===== config.mk =====
export PLATFORM = sky130hd
export DESIGN_NAME = pipe_stage_reg
export DESIGN_NICKNAME = d
export VERILOG_FILES = /design/src/rtl/pipe_stage_reg.sv
export SDC_FILE = /design/constraint.sdc
export NUM_CORES = 1
export LEC_CHECK = 0
export ABC_CLOCK_PERIOD_IN_PS = 2150
export BUFFER_PORTS_ARGS = -buffer_cell sky130_fd_sc_hd__buf_2
export CORE_MARGIN = 1
export CORE_UTILIZATION = 30
export DETAILED_ROUTE_END_ITERATION = 7
export GPL_TIMING_DRIVEN = 0
export PLACE_DENSITY_LB_ADDON = 0.08
export SLEW_MARGIN = 20
export SYNTH_ARGS = -nofsm -noshare
export SYNTH_HDL_FRONTEND = slang
export SYNTH_SLANG_ARGS = --single-unit

===== constraint.sdc =====
create_clock -name CLK -period 2.15 [get_ports CLK]
set_input_delay 0.1075 -clock CLK [delete_from_list [all_inputs] [get_ports CLK]]
set_output_delay 0.1075 -clock CLK [all_outputs]
set_load 0.01 [all_outputs]

===== src/rtl/pipe_stage_reg.sv =====
// Pipeline stage register with valid/ready handshake and synchronous flush.
// Define PIPE_STAGE_SKID_EN for a 2-entry skid buffer with a registered in_ready.
module pipe_stage_reg #(
  parameter int CTRL_W = 8,
  parameter int DATA_W = 16,
  parameter int NCH    = 3,
  parameter int RD_W   = 3
) (
  input  logic                  CLK,
  input  logic                  RST_N,
  input  logic                  flush,
  input  logic                  in_valid,
  output logic                  in_ready,
  input  logic [CTRL_W-1:0]     in_ctrl,
  input  logic [NCH*DATA_W-1:0] in_data,
  input  logic                  in_zero,
  input  logic [RD_W-1:0]       in_rd,
  output logic                  out_valid,
  input  logic                  out_ready,
  output logic [CTRL_W-1:0]     out_ctrl,
  output logic [NCH*DATA_W-1:0] out_data,
  output logic                  out_zero,
  output logic [RD_W-1:0]       out_rd,
  output logic [1:0]            occupancy
);

  localparam int EW = CTRL_W + NCH*DATA_W + 1 + RD_W;

  logic [EW-1:0] in_ent;
  logic [EW-1:0] head_q, head_d;
  logic          push, pop;

  assign in_ent = {in_ctrl, in_data, in_zero, in_rd};

`ifdef PIPE_STAGE_SKID_EN
  logic [EW-1:0] tail_q, tail_d;
  logic [1:0]    cnt_q, cnt_d;
  logic          rdy_q, rdy_d;

  assign push = in_valid && rdy_q;
  assign pop  = (cnt_q != 2'd0) && out_ready;

  // Head refills from the tail on a pop at full, or directly from the input
  // when the incoming entry would otherwise land at the front.
  always_comb begin
    head_d = head_q;
    tail_d = tail_q;
    cnt_d  = cnt_q;
    if (flush) begin
      cnt_d = '0;
    end else begin
      if (pop && cnt_q == 2'd2)
        head_d = tail_q;
      else if (push && (cnt_q == 2'd0 || (cnt_q == 2'd1 && pop)))
        head_d = in_ent;
      if (push && ((cnt_q == 2'd1 && !pop) || (cnt_q == 2'd2 && pop)))
        tail_d = in_ent;
      cnt_d = cnt_q + {1'b0, push} - {1'b0, pop};
    end
    rdy_d = (cnt_d != 2'd2);
  end

  always_ff @(posedge CLK or negedge RST_N) begin
    if (!RST_N) begin
      head_q <= '0;
      tail_q <= '0;
      cnt_q  <= '0;
      rdy_q  <= 1'b1;
    end else begin
      head_q <= head_d;
      tail_q <= tail_d;
      cnt_q  <= cnt_d;
      rdy_q  <= rdy_d;
    end
  end

  assign in_ready  = rdy_q;
  assign out_valid = (cnt_q != 2'd0);
  assign occupancy = cnt_q;
`else
  logic valid_q, valid_d;

  assign in_ready = out_ready || !valid_q;
  assign push     = in_valid && in_ready;
  assign pop      = valid_q && out_ready;

  always_comb begin
    head_d  = head_q;
    valid_d = valid_q;
    if (flush) begin
      valid_d = 1'b0;
    end else if (push) begin
      head_d  = in_ent;
      valid_d = 1'b1;
    end else if (pop) begin
      valid_d = 1'b0;
    end
  end

  always_ff @(posedge CLK or negedge RST_N) begin
    if (!RST_N) begin
      head_q  <= '0;
      valid_q <= 1'b0;
    end else begin
      head_q  <= head_d;
      valid_q <= valid_d;
    end
  end

  assign out_valid = valid_q;
  assign occupancy = {1'b0, valid_q};
`endif

  // Bubbles carry no control, zero flag or destination; data keeps its last value.
  assign out_ctrl = out_valid ? head_q[EW-1 -: CTRL_W] : '0;
  assign out_data = head_q[RD_W+1 +: NCH*DATA_W];
  assign out_zero = out_valid ? head_q[RD_W] : 1'b0;
  assign out_rd   = out_valid ? head_q[RD_W-1:0] : '0;

endmodule


-- After elaboration in Yosys (flattened, before gate mapping)
Index checks and enable logic that the tools add are counted.
- flip-flop bits (word level): 61
- input port bits: 65
- output and inout port bits: 64
- logic and storage cells: 15
- multiplexer cells: 6
- bitwise operators: 1
- reduce and logical (&&, ||, !) cells: 6
- operator list (operator ; number):
    2-to-1 mux 8 bit ; 1
    2-to-1 mux 1 bit ; 4
    2-to-1 mux 3 bit ; 1
    nonzero test 3 bit ; 1
    logical AND 1 bit ; 2
    AND reduction 2 bit ; 1
    zero test 1 bit ; 1
    logical OR 1 bit ; 1
    inverter 1 bit ; 1

-- Logic depth before layout (Yosys ltp)
- depth after elaboration: 5
- mapped depth: 4
- gate-level depth less buffers: 3

-- Worst setup path after synthesis
Ideal clock, no wire load.
- kind: register to register
- start point: register valid_q (netlist: out_valid)
- end point: register head_q[47]
- library setup time: 0.125 ns
- data arrival time: 1.435 ns
- required time: 2.025 ns
- setup slack: 0.590 ns
- cell stages (with the launch flop): 5
- buffers on the path: 1
- clock period less this slack: 1.560 ns
- path through: dfrtp_1 -> nor2b_4 -> nor3b_4 -> buf_6 -> mux2_2
- longest elaborated chain between the ends: 4
- ends and longest elaborated chain (element ; line ; RTL):
    start, declared ; 81 ; logic valid_q, valid_d;
    start signal, assigned ; 106 ; valid_q <= valid_d;
    zero test 1 bit ; 83 ; assign in_ready = out_ready || !valid_q;
    logical OR 1 bit ; 83 ;
    logical AND 1 bit ; 84 ; assign push = in_valid && in_ready;
    AND reduction 2 bit (no source line) ; - ;
    end signal, assigned ; 102 ; head_q <= '0;
    end signal, assigned ; 105 ; head_q <= head_d;
    end, declared ; 30 ; logic [EW-1:0] head_q, head_d;
Every way passes these cells.
A chain may end at the register's enable or synchronous reset.

-- Worst setup path after layout
- start point: register valid_q (netlist: out_valid)
- end point: register head_q[0]
Same word-level chain as after synthesis.

==> reports/results.txt <==
Leak pwr: 2.140 nW
CP Launch Point: out_valid
Slew headroom: 66.26%
Syn_nets: 261
Simple-Gate Fraction of Synth Area: 4.153%
Remaining Overflow, GRT: 0
Reg2reg end: head_q[0]
Hold WS: 0.01718 ns
Worst-skew pair later-pin latency: 0.33 ns
Main combinational cell family by area after synthesis: multiplexers
Crit Path Class: reg -> reg
Number of global-route vias before repair: 2,186
CP endpoint kind: flop
Number of port buffers: 127
Syn Inst Count: 196
Synthesis-to-finish area growth: 56.07%
Hold Crit Depth: 2
R2R Setup Slk: 0.41 ns
CTS tree: done
Clk sinks: 61
YS warnings: 0
Gr usage total: 13.64%
GP Congestion: 0.6749
CTS Buf Count: 9
N_diodes: 0
Pins over their slew limit: 0
Outcome: complete, but fails checks
Clock root buffer: clkbuf_8
Post-DP HPWL: 3945 um
Achievable frequency: 575.5 MHz
CTS H-tree lvls: 3
Bufs on Longest Clock Path: 2
Setup TNS Final: 0 ns
Most common cell after layout, fill and taps aside: buf_2
DRT Pass-1 Iters: 6
Worst Tran Pin Value: 0.5056 ns
Vias per cell: 4.038
Post-synthesis mux area share: 24.38%
Pwr Total: 0.003344 W
Share of cells above drive strength 1: 64.39%
CP startpoint kind: flop
Hold Crit Class: in -> reg
Synth Area in Adders: 0%
Failing checks: DRC
Worst R2R Path Depth: 4
DRC: 9
Final hold vios: 0
Hold Crit Endpoint: head_q[47]
#FFs+latches synth: 61
Final min period: 1.738 ns
DRT antenna net count: 0
Initial antenna violation count: 0
Syn Area/Cell: 14.14 um^2
Die height: 98.12 um
Die Wd: 98.12 um
Period utilisation layout: 80.82%
Crit-path max FO: 10
Boundary Pins: 129
NumNets Final: 456
Post-layout util: 48.88%
Setup Fix Bufs, Post-CTS: 0
Core Rows: 34
Post-Syn Area: 2771 um^2
Core Region: 8848 um^2
Total wire length: 6036 um
Worst R2R Start: out_valid
Register area share after synthesis: 55.08%
CP arrival: 1.95 ns
Initial Util: 31.32%
Final setup viols: 0
Worst hold start: in_data[43]
Largest net degree at the start of global routing: 53
Die Area: 9627 um^2
Max Cap Viol: 0
Unrepaired setup endpoints after global routing: false
CTS clk-pin slew, worst paths: 0.07 ns
Clock skew: 0.005326 ns
XOR/XNOR share of the synthesized area: 0%
Vias: 2,035
Cell area power density: 773.1 nW/um^2
Worst path required time: 2.36 ns
Peak VDD IR: 0.0003852 V
Compound-Gate Fraction of Synth Area: 0%
Setup ws final: 0.4124 ns
Post-synth cell types: 12
Worst slack at placement: 0.3626 ns
First-pass GRT wire length: 10,330 um
Iter 0 DRT Violations: 43
Commonest non-fill, non-tap cells in the layout: buf_2, dfrtp_1, dlygate4sd3_1
WL/cell: 11.98 um
-- cell families (layout without fill, tap and decap cells) --
kind of cell / Yosys count / count (layout)
other cells: 1 / 1
buf+inv: 58 / 258
mux: 60 / 60
simple gates: 16 / 16
flops: 61 / 61
-- layout make-up --
class                   count  area [um^2]
plain buffers              57        446.7
multi-input cells          77        794.5
fillers                   838         4523
flip-flops and latches     61         1526
well taps                 108        135.1
clock buffers              12        145.1
clock inverters             4        47.55
repair buffers            184         1226
inverters                   1        3.754
-- Yosys cell counts --
master / instances / area share (%)
dfrtp_1: 61 / 55
conb_1: 1 / 0.14
and2_1: 12 / 2.7
nor2b_4: 1 / 0.50
nor2_1: 2 / 0.27
buf_6: 6 / 2.4
inv_1: 1 / 0.14
mux2_1: 5 / 2.0
nor3b_4: 1 / 0.68
mux2_2: 55 / 22
clkbuf_1: 1 / 0.14
buf_4: 50 / 14
-- critical path, stage by stage (launching register included) --
cell and delay, ns:
dfrtp_1 0.43, nor2b_4 0.16, nor3b_4 0.45, buf_6 0.23, mux2_2 0.35
-- registers in the layout, summed over array words and instances, names as in the netlist --
| register | cells |
|---|---|
| head_q | 60 |
| out_valid | 1 |
-- how the worst max path moves through the flow --
stage / slack (ns) / to / cells after the start
after floorplan: 0.59 / head_q[47] / 4
after CTS: 0.35 / head_q[0] / 4
final: 0.41 / head_q[0] / 4
after global placement: 0.39 / head_q[10] / 4
after global routing: 0.31 / head_q[58] / 4
after detailed placement: 0.36 / head_q[42] / 4
-- per-layer routing --
layer / GRT usage (%) / vias up / wire (um)
li1: - / 993 / -
met4: 5.245 / 0 / 87
met2: 23.35 / 78 / 2987
met5: 0 / - / 0
met3: 4.653 / 8 / 463
met1: 15.68 / 956 / 2497
-- through the flow --
stage | instance area [um^2] | instances
after CTS | 4325 | 504
after global routing | 4325 | 504
final | 4325 | 504
after detailed placement | 3572 | 432
after floorplan | 2771 | 196
after global placement | 3542 | 431
-- power breakdown --
group | switching [W] | internal (W) | leakage (nW)
clock | 0.000437 | 0.000564 | 0.0964
sequential | 0.0000909 | 0.00134 | 0.718
combinational | 0.000324 | 0.000586 | 1.33
-- what timing repair did --
item	in CTS	in global routing
endpoints found under the hold margin	116	0
endpoints found under the setup margin	0	0
resized for setup	0	0
hold buffers	56	0
Note: power is estimated with default switching activity, not from simulation.
